<file path="src/rtl/prog_loader_if.sv">
// Bundle of stream, memory-write and status signals between the program loader and its environment.
// Stream handshake: a byte moves on a rising clock edge only when in_valid and in_ready are both 1;
// in_valid/in_byte may change freely while in_ready is 0, and in_ready never depends on in_valid.
interface prog_loader_if;
    logic        in_valid;
    logic [7:0]  in_byte;
    logic        in_ready;
    logic        restart;
    logic        mem_we;
    logic [31:0] mem_addr;
    logic [31:0] mem_wdata;
    logic        core_reset_n;
    logic        done;
    logic        err;
    logic [15:0] word_count;
    logic [2:0]  dbg_state;

    modport slave (
        input  in_valid, in_byte, restart,
        output in_ready, mem_we, mem_addr, mem_wdata, core_reset_n, done, err, word_count, dbg_state
    );

    modport master (
        output in_valid, in_byte, restart,
        input  in_ready, mem_we, mem_addr, mem_wdata, core_reset_n, done, err, word_count, dbg_state
    );
endinterface

</file>
<file path="src/rtl/prog_loader.sv">
// Boot program loader: receives a length-prefixed, XOR-checksummed byte stream, writes 32-bit
// instruction words to memory, and releases the core from reset only after a verified load.
module prog_loader #(
    parameter logic [31:0] BASE_ADDR = 32'h0000_0000,
    parameter int unsigned MAX_WORDS = 1024
) (
    input  logic          clock,
    input  logic          reset,
    prog_loader_if.slave  io_bus
);
    typedef enum logic [2:0] {
        ST_LEN0  = 3'd0,
        ST_LEN1  = 3'd1,
        ST_DATA  = 3'd2,
        ST_CSUM  = 3'd3,
        ST_DONE  = 3'd4,
        ST_ERROR = 3'd5
    } state_t;

    localparam logic [31:0] LP_MAX_WORDS = 32'(MAX_WORDS);

    state_t      r_state;
    state_t      w_next_state;
    logic [7:0]  r_len_lo;
    logic [15:0] r_len;
    logic [1:0]  r_byte_cnt;
    logic [23:0] r_word_buf;
    logic [7:0]  r_xor;
    logic        r_mem_we;
    logic [31:0] r_mem_addr;
    logic [31:0] r_mem_wdata;
    logic [15:0] r_word_count;

    logic        w_in_ready;
    logic        w_accept;
    logic [15:0] w_len;
    logic        w_len_ok;
    logic        w_word_end;
    logic        w_last_byte;
    logic        w_restart;

    assign w_in_ready  = (r_state != ST_DONE) && (r_state != ST_ERROR);
    assign w_accept    = io_bus.in_valid && w_in_ready;
    assign w_restart   = io_bus.restart && !w_in_ready;
    assign w_len       = {io_bus.in_byte, r_len_lo};
    assign w_len_ok    = (w_len != 16'd0) && ({16'd0, w_len} <= LP_MAX_WORDS);
    assign w_word_end  = (r_byte_cnt == 2'd3);
    // word_count still holds the index of the word being assembled, so +1 reaching L marks the last byte
    assign w_last_byte = w_word_end && ((r_word_count + 16'd1) == r_len);

    always_ff @(posedge clock) begin
        if (reset) begin
            r_state <= ST_LEN0;
        end else begin
            r_state <= w_next_state;
        end
    end

    always_comb begin
        w_next_state = r_state;
        case (r_state)
            ST_LEN0:  if (w_accept) w_next_state = ST_LEN1;
            ST_LEN1:  if (w_accept) w_next_state = w_len_ok ? ST_DATA : ST_ERROR;
            ST_DATA:  if (w_accept && w_last_byte) w_next_state = ST_CSUM;
            ST_CSUM:  if (w_accept) w_next_state = (io_bus.in_byte == r_xor) ? ST_DONE : ST_ERROR;
            ST_DONE:  if (w_restart) w_next_state = ST_LEN0;
            ST_ERROR: if (w_restart) w_next_state = ST_LEN0;
            default:  w_next_state = ST_LEN0;
        endcase
    end

    always_ff @(posedge clock) begin
        if (reset) begin
            r_len_lo     <= 8'd0;
            r_len        <= 16'd0;
            r_byte_cnt   <= 2'd0;
            r_word_buf   <= 24'd0;
            r_xor        <= 8'd0;
            r_mem_we     <= 1'b0;
            r_mem_addr   <= 32'd0;
            r_mem_wdata  <= 32'd0;
            r_word_count <= 16'd0;
        end else begin
            r_mem_we <= 1'b0;
            if (w_accept) begin
                case (r_state)
                    ST_LEN0: r_len_lo <= io_bus.in_byte;
                    ST_LEN1: r_len    <= w_len;
                    ST_DATA: begin
                        r_xor      <= r_xor ^ io_bus.in_byte;
                        r_byte_cnt <= r_byte_cnt + 2'd1;
                        // newest byte enters at the top so byte0 ends up in [7:0]
                        r_word_buf <= {io_bus.in_byte, r_word_buf[23:8]};
                        if (w_word_end) begin
                            r_mem_we     <= 1'b1;
                            r_mem_wdata  <= {io_bus.in_byte, r_word_buf};
                            r_mem_addr   <= BASE_ADDR + {14'd0, r_word_count, 2'b00};
                            r_word_count <= r_word_count + 16'd1;
                        end
                    end
                    default: ;
                endcase
            end
            if (w_restart) begin
                r_byte_cnt   <= 2'd0;
                r_word_buf   <= 24'd0;
                r_xor        <= 8'd0;
                r_word_count <= 16'd0;
            end
        end
    end

    assign io_bus.in_ready     = w_in_ready;
    assign io_bus.mem_we       = r_mem_we;
    assign io_bus.mem_addr     = r_mem_addr;
    assign io_bus.mem_wdata    = r_mem_wdata;
    assign io_bus.word_count   = r_word_count;
    assign io_bus.done         = (r_state == ST_DONE);
    assign io_bus.err          = (r_state == ST_ERROR);
    assign io_bus.core_reset_n = (r_state == ST_DONE);
    assign io_bus.dbg_state    = r_state;
endmodule

</file>
<file path="src/flat_wrapper.sv">
// flat-port wrapper written by rule: the top's interface ports become plain ports
module prog_loader_flat 
#(
    parameter logic [31:0] BASE_ADDR = 32'h0000_0000,
    parameter int unsigned MAX_WORDS = 1024
)
  (clock, reset, io_bus_in_valid, io_bus_in_byte, io_bus_restart, io_bus_in_ready, io_bus_mem_we, io_bus_mem_addr, io_bus_mem_wdata, io_bus_core_reset_n, io_bus_done, io_bus_err, io_bus_word_count, io_bus_dbg_state);
  prog_loader_if io_bus_i ();
  input  logic clock;
  input  logic reset;
  input wire logic [$bits(io_bus_i.in_valid)-1:0] io_bus_in_valid;
  input wire logic [$bits(io_bus_i.in_byte)-1:0] io_bus_in_byte;
  input wire logic [$bits(io_bus_i.restart)-1:0] io_bus_restart;
  output wire logic [$bits(io_bus_i.in_ready)-1:0] io_bus_in_ready;
  output wire logic [$bits(io_bus_i.mem_we)-1:0] io_bus_mem_we;
  output wire logic [$bits(io_bus_i.mem_addr)-1:0] io_bus_mem_addr;
  output wire logic [$bits(io_bus_i.mem_wdata)-1:0] io_bus_mem_wdata;
  output wire logic [$bits(io_bus_i.core_reset_n)-1:0] io_bus_core_reset_n;
  output wire logic [$bits(io_bus_i.done)-1:0] io_bus_done;
  output wire logic [$bits(io_bus_i.err)-1:0] io_bus_err;
  output wire logic [$bits(io_bus_i.word_count)-1:0] io_bus_word_count;
  output wire logic [$bits(io_bus_i.dbg_state)-1:0] io_bus_dbg_state;
  assign io_bus_i.in_valid = io_bus_in_valid;
  assign io_bus_i.in_byte = io_bus_in_byte;
  assign io_bus_i.restart = io_bus_restart;
  assign io_bus_in_ready = io_bus_i.in_ready;
  assign io_bus_mem_we = io_bus_i.mem_we;
  assign io_bus_mem_addr = io_bus_i.mem_addr;
  assign io_bus_mem_wdata = io_bus_i.mem_wdata;
  assign io_bus_core_reset_n = io_bus_i.core_reset_n;
  assign io_bus_done = io_bus_i.done;
  assign io_bus_err = io_bus_i.err;
  assign io_bus_word_count = io_bus_i.word_count;
  assign io_bus_dbg_state = io_bus_i.dbg_state;
  prog_loader #(.BASE_ADDR(BASE_ADDR), .MAX_WORDS(MAX_WORDS)) u_core (.clock(clock), .reset(reset), .io_bus(io_bus_i));
endmodule
</file>
<file path="config.mk">
export PLATFORM = sky130hd
export DESIGN_NAME = prog_loader_flat
export DESIGN_NICKNAME = d
export VERILOG_FILES = /design/src/rtl/prog_loader_if.sv /design/src/rtl/prog_loader.sv /design/src/flat_wrapper.sv
export SDC_FILE = /design/constraint.sdc
export NUM_CORES = 1
export LEC_CHECK = 0
export CORE_AREA = 2 2 128 80
export DETAILED_ROUTE_END_ITERATION = 7
export DIE_AREA = 0 0 130 82
export MAX_ROUTING_LAYER = met4
export PLACE_DENSITY = 0.84
export SETUP_SLACK_MARGIN = 0.4
export SYNTH_ARGS = -nofsm -noshare
export SYNTH_HDL_FRONTEND = slang
export SYNTH_SLANG_ARGS = --single-unit
</file>
<file path="constraint.sdc">
create_clock -name clock -period 4 [get_ports clock]
set_input_delay 0.8 -clock clock [delete_from_list [all_inputs] [get_ports clock]]
set_output_delay 0.8 -clock clock [all_outputs]
set_load 0.02 [all_outputs]
</file>
# Yosys cells after proc, flatten, opt, wreduce, memory -nomap -nowiden
# Cells that the tools add are included.
# word_totals
inputBits	12
ff_bits	126
wordCells	57
# op_classes
add_sub_neg	2
n_lt_le_gt_ge	1
muxes	9
n_eq_ne	15
bitwise	3
n_reduce_logical	17
# op_table
op	n
$mux W3	6
$add A16 B1 Y16 const B	1
$eq A16 B16 Y1	1
$le A16 B11 Y1 const B	1
$reduce_bool A16 Y1	1
$pmux W3 S5	1
$ne A2 B1 Y1 const B	5
$eq A8 B8 Y1	1
$xor A8 B8 Y8	1
$eq A3 B2 Y1 const B	2
$eq A3 B3 Y1 const B	2
$logic_and A1 B1 Y1	6
$ne A3 B3 Y1 const B	2
$reduce_and A2 Y1	3
$reduce_and A5 Y1	1
$reduce_or A2 Y1	2
$eq A3 B1 Y1 const B	1
$logic_not A3 Y1	1
$reduce_and A3 Y1	1
$reduce_or A3 Y1	1
$add A2 B1 Y2 const B	1
$eq A2 B2 Y1 const B	1
$mux W1	2
$not A1 Y1	2
$logic_not A1 Y1	1

# Logic depth before layout (Yosys ltp)
# Gate-level depths: netlist of the first run.
# depth
ltp_word	6
mapped_depth	9
mapped_depth_nobuf	8

# Least setup slack after synthesis of the first run
# No wires, ideal clock.
# synth_timing
kind	register to register
from	reg u_core.r_word_count[0], in the netlist u_core.io_bus.word_count[0]
to	reg u_core.r_state[0], in the netlist u_core.io_bus.dbg_state[0]
slack_ps	1708
t_required_ps	3877
n_path_buf	0
stages_incl_launch_ff	8
arrival_time_ps	2168
period_less_slack_ps	2292
cell_sequence	dfxtp_1 > ha_1 > and4_1 > nand2_2 > o41ai_1 > nand4_1 > o31ai_2 > mux2_1
# synth_between
elab_chain_cells	6
# synth_rtl
element	line_no	source
from (decl)	prog_loader.sv:32	logic [15:0] r_word_count;
from (signal assigned)	prog_loader.sv:98	r_word_count <= r_word_count + 16'd1;
$add A16 B1 Y16	prog_loader.sv:49	assign w_last_byte = w_word_end && ((r_word_count + 16'd1) == r_len);
$eq A16 B16 Y1	prog_loader.sv:49	
$logic_and A1 B1 Y1	prog_loader.sv:49	
$logic_and A1 B1 Y1	prog_loader.sv:64	ST_DATA: if (w_accept && w_last_byte) w_next_state = ST_CSUM;
$ne A2 B1 Y1 (no source line)	--	
$reduce_and A5 Y1 (no source line)	--	
to (signal assigned)	prog_loader.sv:55	r_state <= w_next_state;
to (decl)	prog_loader.sv:22	state_t r_state;
# Every way passes these cells.
# A chain may end at the register's enable or synchronous reset.

# Worst setup path after layout of the first run
# layout_timing
from	reg u_core.r_state[1], in the netlist u_core.io_bus.dbg_state[1]
to	out io_bus_core_reset_n
# layout_between
elab_chain_cells	1
# layout_rtl
element	line_no	source
$eq A3 B3 Y1	prog_loader.sv:120	assign io_bus.core_reset_n = (r_state == ST_DONE);
to (decl)	flat_wrapper.sv:18	output wire logic [$bits(io_bus_i.core_reset_n)-1:0] io_bus_core_reset_n;
# Every way passes these cells.

==> impl_metrics.ini, run 1 <==
[run_status]
outcome = finished, final reports clean

[yosys]
synth_edf_count = 0
synth-async-reset-ratio_pct = 0
synth_flop_cell = dfxtp_1
syn_inst = 664
ys_ff_latch = 126
syn_area_mm2 = 0.005226
post_synth.cell_area_avg_um2 = 7.871
synth-seq-area-share_pct = 48.26
synth_cell_types = 41
ys_warn_count = 0

[critical_path]
path_cells = nand2b_1, nor2_1, clkdlybuf4s50_1
critPathKind = reg2out
end_kind = output pin
cpPeakStageDelay_ps = 660
critPathArrivalTime_ps = 2090
slowest_stage = clkdlybuf4s50_1
cp_max_fo = 9
startpoint_type = flip-flop
cp.required_ps = 3200

[final_layout]
drive_gt1_share_pct = 5.668
fin_cells = 876
utilization_pct = 69.22
n_antenna_cell = 0
final_net_count = 744
syn_to_final_growth_pct = 26.67
final_area_mm2 = 0.006620
num-fill-cells = 714

[placed_design]
placed_area_mm2 = 0.006040
pre_cts_ws_ps = 945.0
port_buffers = 83
dp_hpwl_um = 9206
place_inst = 846
gp_congestion = 0.9423

[global_routing]
grt_max_degree = 48
antenna_found_initial = 0
track_usage_pct = 27.72
grt-ovfl-total = 0
met2_usage_pct = 42.41
busiest_layer = met2
use_met1_pct = 36.51
grt_use_met3_pct = 6.580
grt_pass1_wl_um = 22220
grt_pass1_vias = 4511

[timing]
slew_headroom_pct = 33.87
worst_slew_pin_slew_ps = 989.2
fin_tns_setup_ps = 0
finalMaxSlewViolations = 0
min_period_ps = 2886
layout_setup_ws_ps = 1114
finClkSkew_ps = 6.571
fin_crit_sh_pct = 72.15
timing.final.hold_violations = 0
maxClockFrequency_mhz = 346.5
rsz0062_at_grt = no
setup-violations-final = 0

[clock_tree]
post_cts_resized = 0
htree_num_levels = 4
cts-hold-fix-buffers = 0
cts_max_path_buffers = 2
cts_setup_buffers = 0
cts_tree = done
path_clk_slew_ps = 50
cts_root_buf = clkbuf_16
cts_made_buffers = 17
clock_sinks = 126
clk-insertion-delay-late_ps = 410

[worst_hold_path]
hp-class = reg2reg

[drt]
dr_total_vias = 4752
wirelength_um = 13660
drc = 0
drtIter0Drc = 377
antenna_left = 0
first_pass_iters = 5
routedWlPerCell_um = 15.59
viasPerCell = 5.425

[die]
initial_core_util_pct = 54.64
num_rows = 28
io_pins = 100
core_area_mm2 = 0.009564
die_area_mm2 = 0.01066
die_w_um = 130
die_y_um = 82

[power_and_ir_drop]
leakagePower_nw = 2.252
power_density_mw_per_mm2 = 444.2
intPower_mw = 2.317
power_frac_seq_pct = 43.7
combPwrFrac_pct = 4.9
p_switching_mw = 0.6240
switching_share_pct = 21.22
clkPwrFrac_pct = 51.4
irDropWorstVdd_mv = 0.3456

[flow_run]
cap_violations = 0
==> routing by layer <==
layer / wire [um] / share of wire (%) / up-vias
li1: - / - / 2274
met1: 6266 / 46 / 2258
met2: 6145 / 45 / 200
met3: 1095 / 8.0 / 20
met4: 152 / 1.1 / 0
met5: 0 / 0 / -
==> cell usage after synthesis, drive strengths merged, types with 4 or more instances <==
master / instances / area [um^2]
clkbuf: 27 / 101.4
nand3: 14 / 70.07
nor4: 7 / 43.79
inv: 4 / 15.01
xor2: 25 / 219.0
nand2: 213 / 802.0
a21oi: 103 / 515.5
dfxtp: 126 / 2522
o21ai: 4 / 20.02
nor2: 37 / 141.4
buf: 30 / 188.9
nor3: 5 / 25.02
nand4: 4 / 25.02
xnor2: 29 / 254.0
and3: 5 / 31.28
==> cells in the final DEF (no fill, tap or decap), drive strengths merged, types with 2 or more instances in the layout <==
master and instances:
xor2 25, buf 7, and4 2, nor2 37, dfxtp 126, nand2 213
xnor2 29, conb 16, nand3 14, o21ai 4, a2111oi 2, nor3 5
nand4 4, and3 5, o22ai 2, ha 2, or3 3, clkbuf 23
inv 4, a21oi 103, and2 3, nor4 7, clkinv 3, bufinv 3
clkdlybuf4s50 82, nor2b 3
==> worst max-delay path, delay by kind of cell (launching register included) <==
family        cells  cell delay (ps)
buf+inv           1              660
simple gates      2              610
flops             1              410
==> area by class of cell <==
| type | count | area, um^2 | share of cell area (%) |
|---|---|---|---|
| Clock buffer | 23 | 467.9 | 7.069 |
| Inverter | 4 | 15.01 | 0.2268 |
| Sequential cell | 126 | 2522 | 38.10 |
| Multi-Input combinational cell | 492 | 2462 | 37.20 |
| Clock inverter | 7 | 112.6 | 1.701 |
| Timing Repair Buffer | 89 | 870.8 | 13.15 |
| Tap cell | 135 | 168.9 | 2.552 |
==> flip-flops by register name (all words and copies together) (netlist names) <==
signal                    count
u_core.io_bus.mem_wdata      32
u_core.r_word_buf            24
u_core.io_bus.mem_addr       16
u_core.io_bus.word_count     16
u_core.r_len                 16
u_core.r_len_lo               8
u_core.r_xor                  8
u_core.io_bus.dbg_state       3
u_core.r_byte_cnt             2
u_core.io_bus.mem_we          1
==> worst paths after layout <==
| kind | start | end | slack [ps] | cells past startpoint |
|---|---|---|---|---|
| hold reg to reg | u_core.io_bus.mem_wdata[14]$_SDFFE_PP0P_ | u_core.io_bus.mem_wdata[14]$_SDFFE_PP0P_ | 450 | 2 |
| setup / recovery | u_core.io_bus.dbg_state[1]$_SDFFE_PP0P_ | io_bus_core_reset_n | 1110 | 3 |
| hold / removal | u_core.io_bus.mem_wdata[14]$_SDFFE_PP0P_ | u_core.io_bus.mem_wdata[14]$_SDFFE_PP0P_ | 450 | 2 |
| setup reg to reg | u_core.io_bus.word_count[0]$_SDFFE_PP0P_ | u_core.io_bus.dbg_state[0]$_SDFFE_PP0P_ | 1260 | 7 |
==> stage by stage <==
step	hold slack [ps]	power (mW)
floorplan	432.1	1.412
global placement	442.6	1.444
detailed placement	445.1	1.449
CTS	452.5	2.947
global route	476.4	3.028
finish	451.3	2.941
==> power groups by stage <==
stage	Sequential, mW	Clock [mW]	Combinational [mW]
CTS	1.28	1.52	0.141
detailed placement	1.31	0	0.140
global placement	1.31	0	0.136
global route	1.28	1.59	0.157
finish	1.28	1.51	0.144
floorplan	1.31	0	0.104
==> kinds of logic after synthesis <==
group,after synthesis,share of synthesized area (%)
and+or+nand+nor,299,23.61
muxes,1,0.2155
buffers and inverters,61,5.841
other,1,0.07175
AOI/OAI and AO/OA,120,12.47
DFF,126,48.26
xor gates and xnor gates,54,9.049
adders and majority gates,2,0.4787
Note: power is estimated with default switching activity, not from simulation.
==> inputs of run 2 (changes only) <==
Settings changed: CORE_AREA 2 2 128 80 to 2 2 140 87, DIE_AREA 0 0 130 82 to 0 0 142 89, PLACE_DENSITY 0.84 to 0.75.
Clock period 4 ns to 2.5 ns, I/O delays scaled along.
==> impl_metrics.ini, run 2 (synthesis results as in run 1) <==
[run_status]
outcome = finished, final reports clean

[placed_design]
gp_congestion = 0.8608
placed_area_mm2 = 0.006264
dp_hpwl_um = 9820
port_buffers = 83

[clock_tree]
clock_sinks = 126
htree_num_levels = 4
cts_max_path_buffers = 2
clk-insertion-delay-late_ps = 410
path_clk_slew_ps = 60
cts-hold-fix-buffers = 0
cts_made_buffers = 17
cts_tree = done
cts_root_buf = clkbuf_16

[critical_path]
end_kind = flip-flop
startpoint_type = flip-flop
cp.required_ps = 2790
critPathArrivalTime_ps = 2500
cp_max_fo = 6
critPathKind = reg2reg

[timing]
finClkSkew_ps = 7.603
setup-violations-final = 0
worst_slew_pin_slew_ps = 530.7
rsz0062_at_grt = yes
min_period_ps = 2200
maxClockFrequency_mhz = 454.5
slew_headroom_pct = 64.53
fin_crit_sh_pct = 88.01
timing.final.hold_violations = 0
fin_tns_setup_ps = 0
finalMaxSlewViolations = 0

[drt]
first_pass_iters = 5
dr_total_vias = 4762
drtIter0Drc = 321
routedWlPerCell_um = 15.29
viasPerCell = 5.204
wirelength_um = 13990
drc = 0
antenna_left = 0

[die]
initial_core_util_pct = 46.57
io_pins = 100
die_area_mm2 = 0.01264
die_y_um = 89
die_w_um = 142
num_rows = 30
core_area_mm2 = 0.01122

[final_layout]
drive_gt1_share_pct = 13.23
final_cell_mix = nand2_1, dfxtp_1, a21oi_1, clkdlybuf4s50_1, nor2_1
final_common_cell = nand2_1
utilization_pct = 62.11
largest_reg_flops = 32
final_net_count = 772
num-fill-cells = 968
final_area_mm2 = 0.006970
syn_to_final_growth_pct = 33.37
n_antenna_cell = 0

[global_routing]
grt_use_met3_pct = 5.356
grt_max_degree = 43
antenna_found_initial = 0
track_usage_pct = 23.66
met2_usage_pct = 35.84
grt-ovfl-total = 0
busiest_layer = met2
use_met1_pct = 32.26
grt_pass1_wl_um = 22230
grt_pass1_vias = 4312

[power_and_ir_drop]
leakagePower_nw = 2.457
power_density_mw_per_mm2 = 668.6
irDropWorstVdd_mv = 0.5720

[flow_run]
cap_violations = 0

[worst_hold_path]
hp-class = reg2reg
## run 2: critical path, cell delays in order, from the launching register on
cell and delay (ps):
dfxtp_4 380, ha_4 170, and4_4 270, nand2_4 90
o41ai_2 360, nand4_1 210, o31ai_2 250, mux2_1 340
## run 2: area by class of cell
cell class	count	area (um^2)	area share [%]
tap	144	180.2	2.585
clock buffer	18	439.2	6.300
clock inverter	14	135.1	1.939
timing repair buffer	117	1086	15.58
inverter	4	15.01	0.2154
multi-input combinational	492	2574	36.92
sequential	126	2541	36.46
## run 2: power by group
| part | total, mW | switching [mW] | internal [mW] |
|---|---|---|---|
| registers | 2.05 | 0.0200 | 2.03 |
| logic | 0.252 | 0.165 | 0.0870 |
| clock network | 2.36 | 0.951 | 1.41 |
## run 2: layer usage
layer  wire [um]  vias up
li1            -     2335
met1        6654     2246
met2        6169      171
met3        1061       10
met4         108        0
met5           0        -
## run 2: what timing repair did
action | CTS | global route
cloned | 0 | 0
resized for setup | 30 | 7
pin swaps | 9 | 2
endpoints found under the setup margin | 7 | 7
buffers inserted | 3 | 0
## run 2: stage by stage
stage	hold slack, ps	instances	power, mW	setup WS [ps]
floorplan	432.1	679	2.257	401.9
global route	471.6	915	4.809	220.8
finish	453.0	915	4.660	299.7
CTS	452.4	915	4.697	351.2
global placement	444.2	880	2.335	24.05
detailed placement	446.9	880	2.338	-24.76
## run 2: path summary, 6_finish.rpt
check                           cells after the start  slack [ps]                                        to                                     start
worst max-delay path                                7         300   u_core.io_bus.dbg_state[0]$_SDFFE_PP0P_  u_core.io_bus.word_count[0]$_SDFFE_PP0P_
worst min-delay path                                2         450  u_core.io_bus.mem_wdata[23]$_SDFFE_PP0P_  u_core.io_bus.mem_wdata[23]$_SDFFE_PP0P_
worst max register to register                      7         300   u_core.io_bus.dbg_state[0]$_SDFFE_PP0P_  u_core.io_bus.word_count[0]$_SDFFE_PP0P_
worst min register to register                      2         450  u_core.io_bus.mem_wdata[23]$_SDFFE_PP0P_  u_core.io_bus.mem_wdata[23]$_SDFFE_PP0P_
